`src/rtl/control_unit.sv`:
```
// Multicycle CPU control FSM: fetch/decode/execute sequencing with wait-counted
// memory reads and a two-source exception path (bad opcode, arithmetic overflow).
module control_unit (
  input  logic       clock,
  input  logic       reset,
  input  logic [5:0] OPCODE,
  input  logic [5:0] FUNCT,
  input  logic       Overflow,
  input  logic       EQ,
  output logic       PCWrite,
  output logic       MemWrite,
  output logic       IRWrite,
  output logic       RegWrite,
  output logic       ABWrite,
  output logic       ALUOutControl,
  output logic       MDRWrite,
  output logic       EPCWrite,
  output logic [2:0] ALU_Control,
  output logic       ALUSrcA,
  output logic [1:0] ALUSrcB,
  output logic [2:0] IorD,
  output logic [2:0] PCSource,
  output logic [2:0] RegDst,
  output logic [2:0] DataSrc,
  output logic [1:0] ExcpCtrl,
  output logic [4:0] State
);

  typedef enum logic [4:0] {
    S_FETCH      = 5'd0,
    S_DECODE     = 5'd1,
    S_R_EXEC     = 5'd2,
    S_R_WB       = 5'd3,
    S_ADDI_EXEC  = 5'd4,
    S_I_WB       = 5'd5,
    S_MEM_ADDR   = 5'd6,
    S_LW_READ    = 5'd7,
    S_LW_WB      = 5'd8,
    S_SW_WRITE   = 5'd9,
    S_BRANCH     = 5'd10,
    S_LUI        = 5'd11,
    S_JUMP       = 5'd12,
    S_EXC_OPCODE = 5'd13,
    S_EXC_OVF    = 5'd14,
    S_EXC_READ   = 5'd15,
    S_EXC_JUMP   = 5'd16
  } state_t;

  localparam logic [5:0] OP_RTYPE = 6'h00;
  localparam logic [5:0] OP_ADDI  = 6'h08;
  localparam logic [5:0] OP_LW    = 6'h23;
  localparam logic [5:0] OP_SW    = 6'h2B;
  localparam logic [5:0] OP_BEQ   = 6'h04;
  localparam logic [5:0] OP_BNE   = 6'h05;
  localparam logic [5:0] OP_LUI   = 6'h0F;
  localparam logic [5:0] OP_J     = 6'h02;

  localparam logic [5:0] FN_ADD = 6'h20;
  localparam logic [5:0] FN_SUB = 6'h22;
  localparam logic [5:0] FN_AND = 6'h24;

  localparam logic [2:0] ALU_PASS = 3'b000;
  localparam logic [2:0] ALU_ADD  = 3'b001;
  localparam logic [2:0] ALU_SUB  = 3'b010;
  localparam logic [2:0] ALU_AND  = 3'b011;

  localparam logic [1:0] LAST_WAIT = 2'd2;

  state_t     state;
  state_t     next_state;
  logic [1:0] wait_cnt;
  logic       exc_ovf;

  function automatic logic funct_supported(input logic [5:0] fn);
    return (fn == FN_ADD) || (fn == FN_SUB) || (fn == FN_AND);
  endfunction

  // exc_ovf remembers which exception is being serviced so ExcpCtrl holds through EXC_READ
  always_ff @(posedge clock or negedge reset) begin
    if (!reset) begin
      state    <= S_FETCH;
      wait_cnt <= 2'd0;
      exc_ovf  <= 1'b0;
    end else begin
      state    <= next_state;
      wait_cnt <= (next_state != state) ? 2'd0 : wait_cnt + 2'd1;
      if (state == S_EXC_OPCODE)
        exc_ovf <= 1'b0;
      else if (state == S_EXC_OVF)
        exc_ovf <= 1'b1;
    end
  end

  always_comb begin
    next_state = state;
    case (state)
      S_FETCH:     if (wait_cnt == LAST_WAIT) next_state = S_DECODE;
      S_DECODE: begin
        case (OPCODE)
          OP_RTYPE:      next_state = funct_supported(FUNCT) ? S_R_EXEC : S_EXC_OPCODE;
          OP_ADDI:       next_state = S_ADDI_EXEC;
          OP_LW, OP_SW:  next_state = S_MEM_ADDR;
          OP_BEQ, OP_BNE: next_state = S_BRANCH;
          OP_LUI:        next_state = S_LUI;
          OP_J:          next_state = S_JUMP;
          default:       next_state = S_EXC_OPCODE;
        endcase
      end
      S_R_EXEC:    next_state = (!Overflow || FUNCT == FN_AND) ? S_R_WB : S_EXC_OVF;
      S_ADDI_EXEC: next_state = Overflow ? S_EXC_OVF : S_I_WB;
      S_MEM_ADDR:  next_state = (OPCODE == OP_SW) ? S_SW_WRITE : S_LW_READ;
      S_LW_READ:   if (wait_cnt == LAST_WAIT) next_state = S_LW_WB;
      S_EXC_OPCODE, S_EXC_OVF: next_state = S_EXC_READ;
      S_EXC_READ:  if (wait_cnt == LAST_WAIT) next_state = S_EXC_JUMP;
      default:     next_state = S_FETCH;
    endcase
  end

  // Branch and R-type outputs also look at EQ/FUNCT, which are stable for the instruction
  always_comb begin
    PCWrite       = 1'b0;
    MemWrite      = 1'b0;
    IRWrite       = 1'b0;
    RegWrite      = 1'b0;
    ABWrite       = 1'b0;
    ALUOutControl = 1'b0;
    MDRWrite      = 1'b0;
    EPCWrite      = 1'b0;
    ALU_Control   = ALU_PASS;
    ALUSrcA       = 1'b0;
    ALUSrcB       = 2'b00;
    IorD          = 3'b000;
    PCSource      = 3'b000;
    RegDst        = 3'b000;
    DataSrc       = 3'b000;
    ExcpCtrl      = 2'b00;
    case (state)
      S_FETCH: begin
        ALUSrcB     = 2'b01;
        ALU_Control = ALU_ADD;
        PCWrite     = (wait_cnt == LAST_WAIT);
        IRWrite     = (wait_cnt == LAST_WAIT);
      end
      S_DECODE: begin
        ABWrite       = 1'b1;
        ALUSrcB       = 2'b11;
        ALU_Control   = ALU_ADD;
        ALUOutControl = 1'b1;
      end
      S_R_EXEC: begin
        ALUSrcA       = 1'b1;
        ALUOutControl = 1'b1;
        case (FUNCT)
          FN_SUB:  ALU_Control = ALU_SUB;
          FN_AND:  ALU_Control = ALU_AND;
          default: ALU_Control = ALU_ADD;
        endcase
      end
      S_R_WB: begin
        RegWrite = 1'b1;
        RegDst   = 3'b001;
      end
      S_ADDI_EXEC, S_MEM_ADDR: begin
        ALUSrcA       = 1'b1;
        ALUSrcB       = 2'b10;
        ALU_Control   = ALU_ADD;
        ALUOutControl = 1'b1;
      end
      S_I_WB:      RegWrite = 1'b1;
      S_LW_READ: begin
        IorD     = 3'b001;
        MDRWrite = (wait_cnt == LAST_WAIT);
      end
      S_LW_WB: begin
        RegWrite = 1'b1;
        DataSrc  = 3'b001;
      end
      S_SW_WRITE: begin
        IorD     = 3'b001;
        MemWrite = 1'b1;
      end
      S_BRANCH: begin
        ALUSrcA     = 1'b1;
        ALU_Control = ALU_SUB;
        PCSource    = 3'b001;
        PCWrite     = (OPCODE == OP_BEQ) ? EQ : !EQ;
      end
      S_LUI: begin
        RegWrite = 1'b1;
        DataSrc  = 3'b010;
      end
      S_JUMP: begin
        PCSource = 3'b010;
        PCWrite  = 1'b1;
      end
      S_EXC_OPCODE, S_EXC_OVF: begin
        ALUSrcB     = 2'b01;
        ALU_Control = ALU_SUB;
        EPCWrite    = 1'b1;
        ExcpCtrl    = (state == S_EXC_OVF) ? 2'b01 : 2'b00;
      end
      S_EXC_READ: begin
        IorD     = 3'b010;
        MDRWrite = (wait_cnt == LAST_WAIT);
        ExcpCtrl = exc_ovf ? 2'b01 : 2'b00;
      end
      S_EXC_JUMP: begin
        PCSource = 3'b011;
        PCWrite  = 1'b1;
      end
      default: ;
    endcase
  end

  assign State = state;

endmodule

```
`config.mk`:
```
export PLATFORM = sky130hd
export DESIGN_NAME = control_unit
export DESIGN_NICKNAME = d
export VERILOG_FILES = /design/src/rtl/control_unit.sv
export SDC_FILE = /design/constraint.sdc
export NUM_CORES = 1
export LEC_CHECK = 0
export ABC_CLOCK_PERIOD_IN_PS = 3000
export BUFFER_PORTS_ARGS = -buffer_cell sky130_fd_sc_hd__buf_4
export CAP_MARGIN = 25
export CORE_AREA = 2 2 68 70
export DETAILED_ROUTE_END_ITERATION = 10
export DIE_AREA = 0 0 70 72
export PLACE_DENSITY = 0.64
export SYNTH_ARGS = -nofsm -noshare
export SYNTH_HDL_FRONTEND = slang
export SYNTH_SLANG_ARGS = --single-unit
```
`constraint.sdc`:
```
create_clock -name clock -period 3 [get_ports clock]
set_input_delay 0.45 -clock clock [delete_from_list [all_inputs] [get_ports clock]]
set_output_delay 0.45 -clock clock [all_outputs]
set_load 0.01 [all_outputs]
```
==> results.tsv <==
stage	metric	value	unit
sta	worst_slack	0.568	ns
worst_setup_path	rr_worst_depth	7	
yosys	async_reset_ff_share	100	%
die	die_w	70	um
worst_setup_path	arrival	1.98	ns
worst_setup_path	crit_path_top_delay_cell	dfrtp_1	
final_layout	layout_commonest_cell	buf_4	
global_routing	grtUsageTotal	13.8	%
sta	finalHoldViolations	0	
final_layout	fin_area	1550	sq um
placed_design	hpwl	2730	um
yosys	yosysUniqueCellTypes	56	
run	drv_cap	0	
detailed_routing	dr.pass1.iters	4	
worst_setup_path	r2r_end	wait_cnt[1]	
clock_tree	cts_resized	0	
final_layout	final_cells	259	
clock_tree	htree_num_levels	1	
yosys	yosysWarnings	0	
sta	finClkSkew	0.00220	ns
outcome	status	finished clean	
clock_tree	cts_tree	yes	
die	dieArea	5040	sq um
placed_design	io_buffers	41	
pwr	p_seq_share	22.0	%
die	core-area	4260	sq um
worst_setup_path	start_kind	flip-flop	
clock_tree	cts_sinks	8	
placed_design	gp_congestion	0.828	
worst_setup_path	crit_chain	inv_1 > mux2_2 > o31ai_1 > buf_4	
min_path	min_path_type	input pin to asynchronous set/reset pin	
sta	finalSetupTns	0	ns
worst_setup_path	critPathMaxFanout	18	
global_routing	grt_pass1_vias	1213	
detailed_routing	vias	1366	
pwr	power.internal	0.617	mW
sta	fin_crit_sh	81.1	%
die	initial_core_util	29.5	%
detailed_routing	drc	0	
placed_design	placedCellCount	256	
clock_tree	clock_latency	0.22	ns
worst_setup_path	critPathRequiredTime	2.55	ns
pwr	switchingPower	0.613	mW
pwr	p_leak	0.705	nW
detailed_routing	routed_wl	3410	um
sta	fmax	0.411	GHz
pwr	power.density	793	nW/um^2
die	io_pins	49	
yosys	syn_inst	174	
pwr	switching_share	49.8	%
pwr	clockPowerShare	10.0	%
die	die_h	72	um
die	rows	24	
pwr	power_frac_comb	68.0	%
clock_tree	postCtsHoldBufs	0	
clock_tree	cts_setup_buffers	0	
final_layout	drive_gt1_share	28.0	%
clock_tree	cts_root_buf	clkbuf_8	
worst_setup_path	reg2reg_slack	0.71	ns
final_layout	area_growth_syn_to_layout	23.0	%
detailed_routing	drtIter0Drc	101	
clock_tree	numCtsBuffers	3	
final_layout	layout_common_cells	42 x buf_4, 18 x nand2_1, 18 x nor2_1	
clock_tree	max-clock-path-buffers	2	
worst_setup_path	critPathKind	flip-flop to output pin	
worst_setup_path	rr_startpoint	State[4]	
sta	tightest_slew	0.767	ns
yosys	syn_area_per_cell	7.24	sq um
pwr	ir_worst_vdd	0.264	mV
final_layout	fillers	471	
detailed_routing	viasPerCell	5.27	
sta	timing.slew.headroom	48.9	%
final_layout	antenna_cells	0	
worst_setup_path	worst_path_largest_cell_delay	0.71	ns
detailed_routing	ant_nets	0	
yosys	ys_ff_latch	8	
global_routing	grt.overflow.total	0	
sta	drv_slew	0	
yosys	syn-cell-area	1260	sq um
sta	setup_viol	0	
global_routing	grt_pass1_wl	5820	um
sta	rsz0062_at_grt	false	
global_routing	grt_max_degree	25	
placed_design	dpl_cell_area	1510	sq um
sta	timing.final.crit_period	2.43	ns
placed_design	dp_slack	0.733	ns
yosys	synth-edff-count	0	
clock_tree	clkTransAtPathRegs	0.04	ns
yosys	synth_seq_area_share	15.9	%
global_routing	antenna_found_initial	0	
detailed_routing	wl_per_cell	13.2	um
final_layout	nets	226	
worst_setup_path	critPathCaptureType	output pin	
yosys	synth_flop_cell	dfrtp_1	
## Yosys cell counts, types with 2 or more instances
cell type	count	area, sq um
and2b_1	2	15.0
nand2b_1	3	18.8
o21ai_0	7	35.0
o31ai_1	3	22.5
buf_2	2	10.0
xnor2_1	2	17.5
clkbuf_1	3	11.3
nor3_1	10	50.1
inv_1	8	30.0
o21a_1	2	15.0
and2_1	2	12.5
nor4_1	5	31.3
nand3_1	6	30.0
clkbuf_8	5	68.8
mux2_2	2	22.5
nand2_1	18	67.6
a21oi_1	13	65.1
nor3b_1	2	15.0
a31oi_1	6	37.5
and3b_1	2	17.5
dfrtp_1	8	200
xor2_1	3	26.3
buf_4	7	52.6
nand3b_1	3	22.5
nor2_1	18	67.6
or3_1	2	12.5
## critical path: cells and delay by family (launching register included)
| family | cells | cell delay, ns |
|---|---|---|
| flip-flops | 1 | 0.71 |
| multiplexers | 1 | 0.35 |
| AO/OA/AOI/OAI | 1 | 0.23 |
| buffers and inverters | 2 | 0.46 |
## per-layer routing
metal / vias up / GRT usage [%] / wire length (um)
met5: - / 0 / 0
met4: 0 / 1.92 / 16
met3: 2 / 2.78 / 173
met2: 45 / 24.2 / 1760
met1: 635 / 18.1 / 1450
li1: 684 / - / -
## worst max path at each step
stage	start	endpoint	cells after the start
2_1_floorplan	State[2]	ALUOutControl	4
3_3_place_gp	State[4]	wait_cnt[0]	7
3_5_place_dp	State[4]	wait_cnt[1]	7
4_1_cts	State[2]	ALUOutControl	4
5_1_grt	State[2]	ALUOutControl	4
6_report	State[2]	ALUOutControl	4
## cells by family after synthesis
family	synth area share (%)
AO/OA/AOI/OAI	23.4
XOR/XNOR	3.48
adder cells (fa/ha/maj)	0.993
buffers and inverters	14.9
flip-flops	15.9
multiplexers	1.79
other	0.298
AND/OR/NAND/NOR	39.2
## stage by stage
step / hold slack, ns / power, mW / utilization, %
after floorplan: 0.154 / 0.831 / -
after global placement: 0.270 / 1.11 / 35.4
after detailed placement: 0.272 / 1.11 / 35.4
after CTS: 0.0334 / 1.24 / 36.4
after global routing: 0.0327 / 1.35 / 36.4
final: 0.0358 / 1.23 / 36.4
## layout make-up
type	instances	area, sq um	area share, %
multi-input combinational	145	895	57.7
tap	52	65.1	4.20
sequential	8	200	12.9
timing repair buffer	42	315	20.3
inverter	9	33.8	2.18
clock buffer	3	41.3	2.66
## sequential cells by signal (all words and copies together), names as in the netlist
name,flops
exc_ovf,1
State,5
wait_cnt,2
## power groups by stage
| stage | combinational [mW] | clock, mW | sequential, mW |
|---|---|---|---|
| after floorplan | 0.640 | 0 | 0.191 |
| after global placement | 0.833 | 0 | 0.274 |
| after detailed placement | 0.838 | 0 | 0.272 |
| after CTS | 0.842 | 0.128 | 0.270 |
| after global routing | 0.924 | 0.136 | 0.287 |
| final | 0.836 | 0.122 | 0.270 |
No activity file was read; power rests on OpenSTA's default activity.
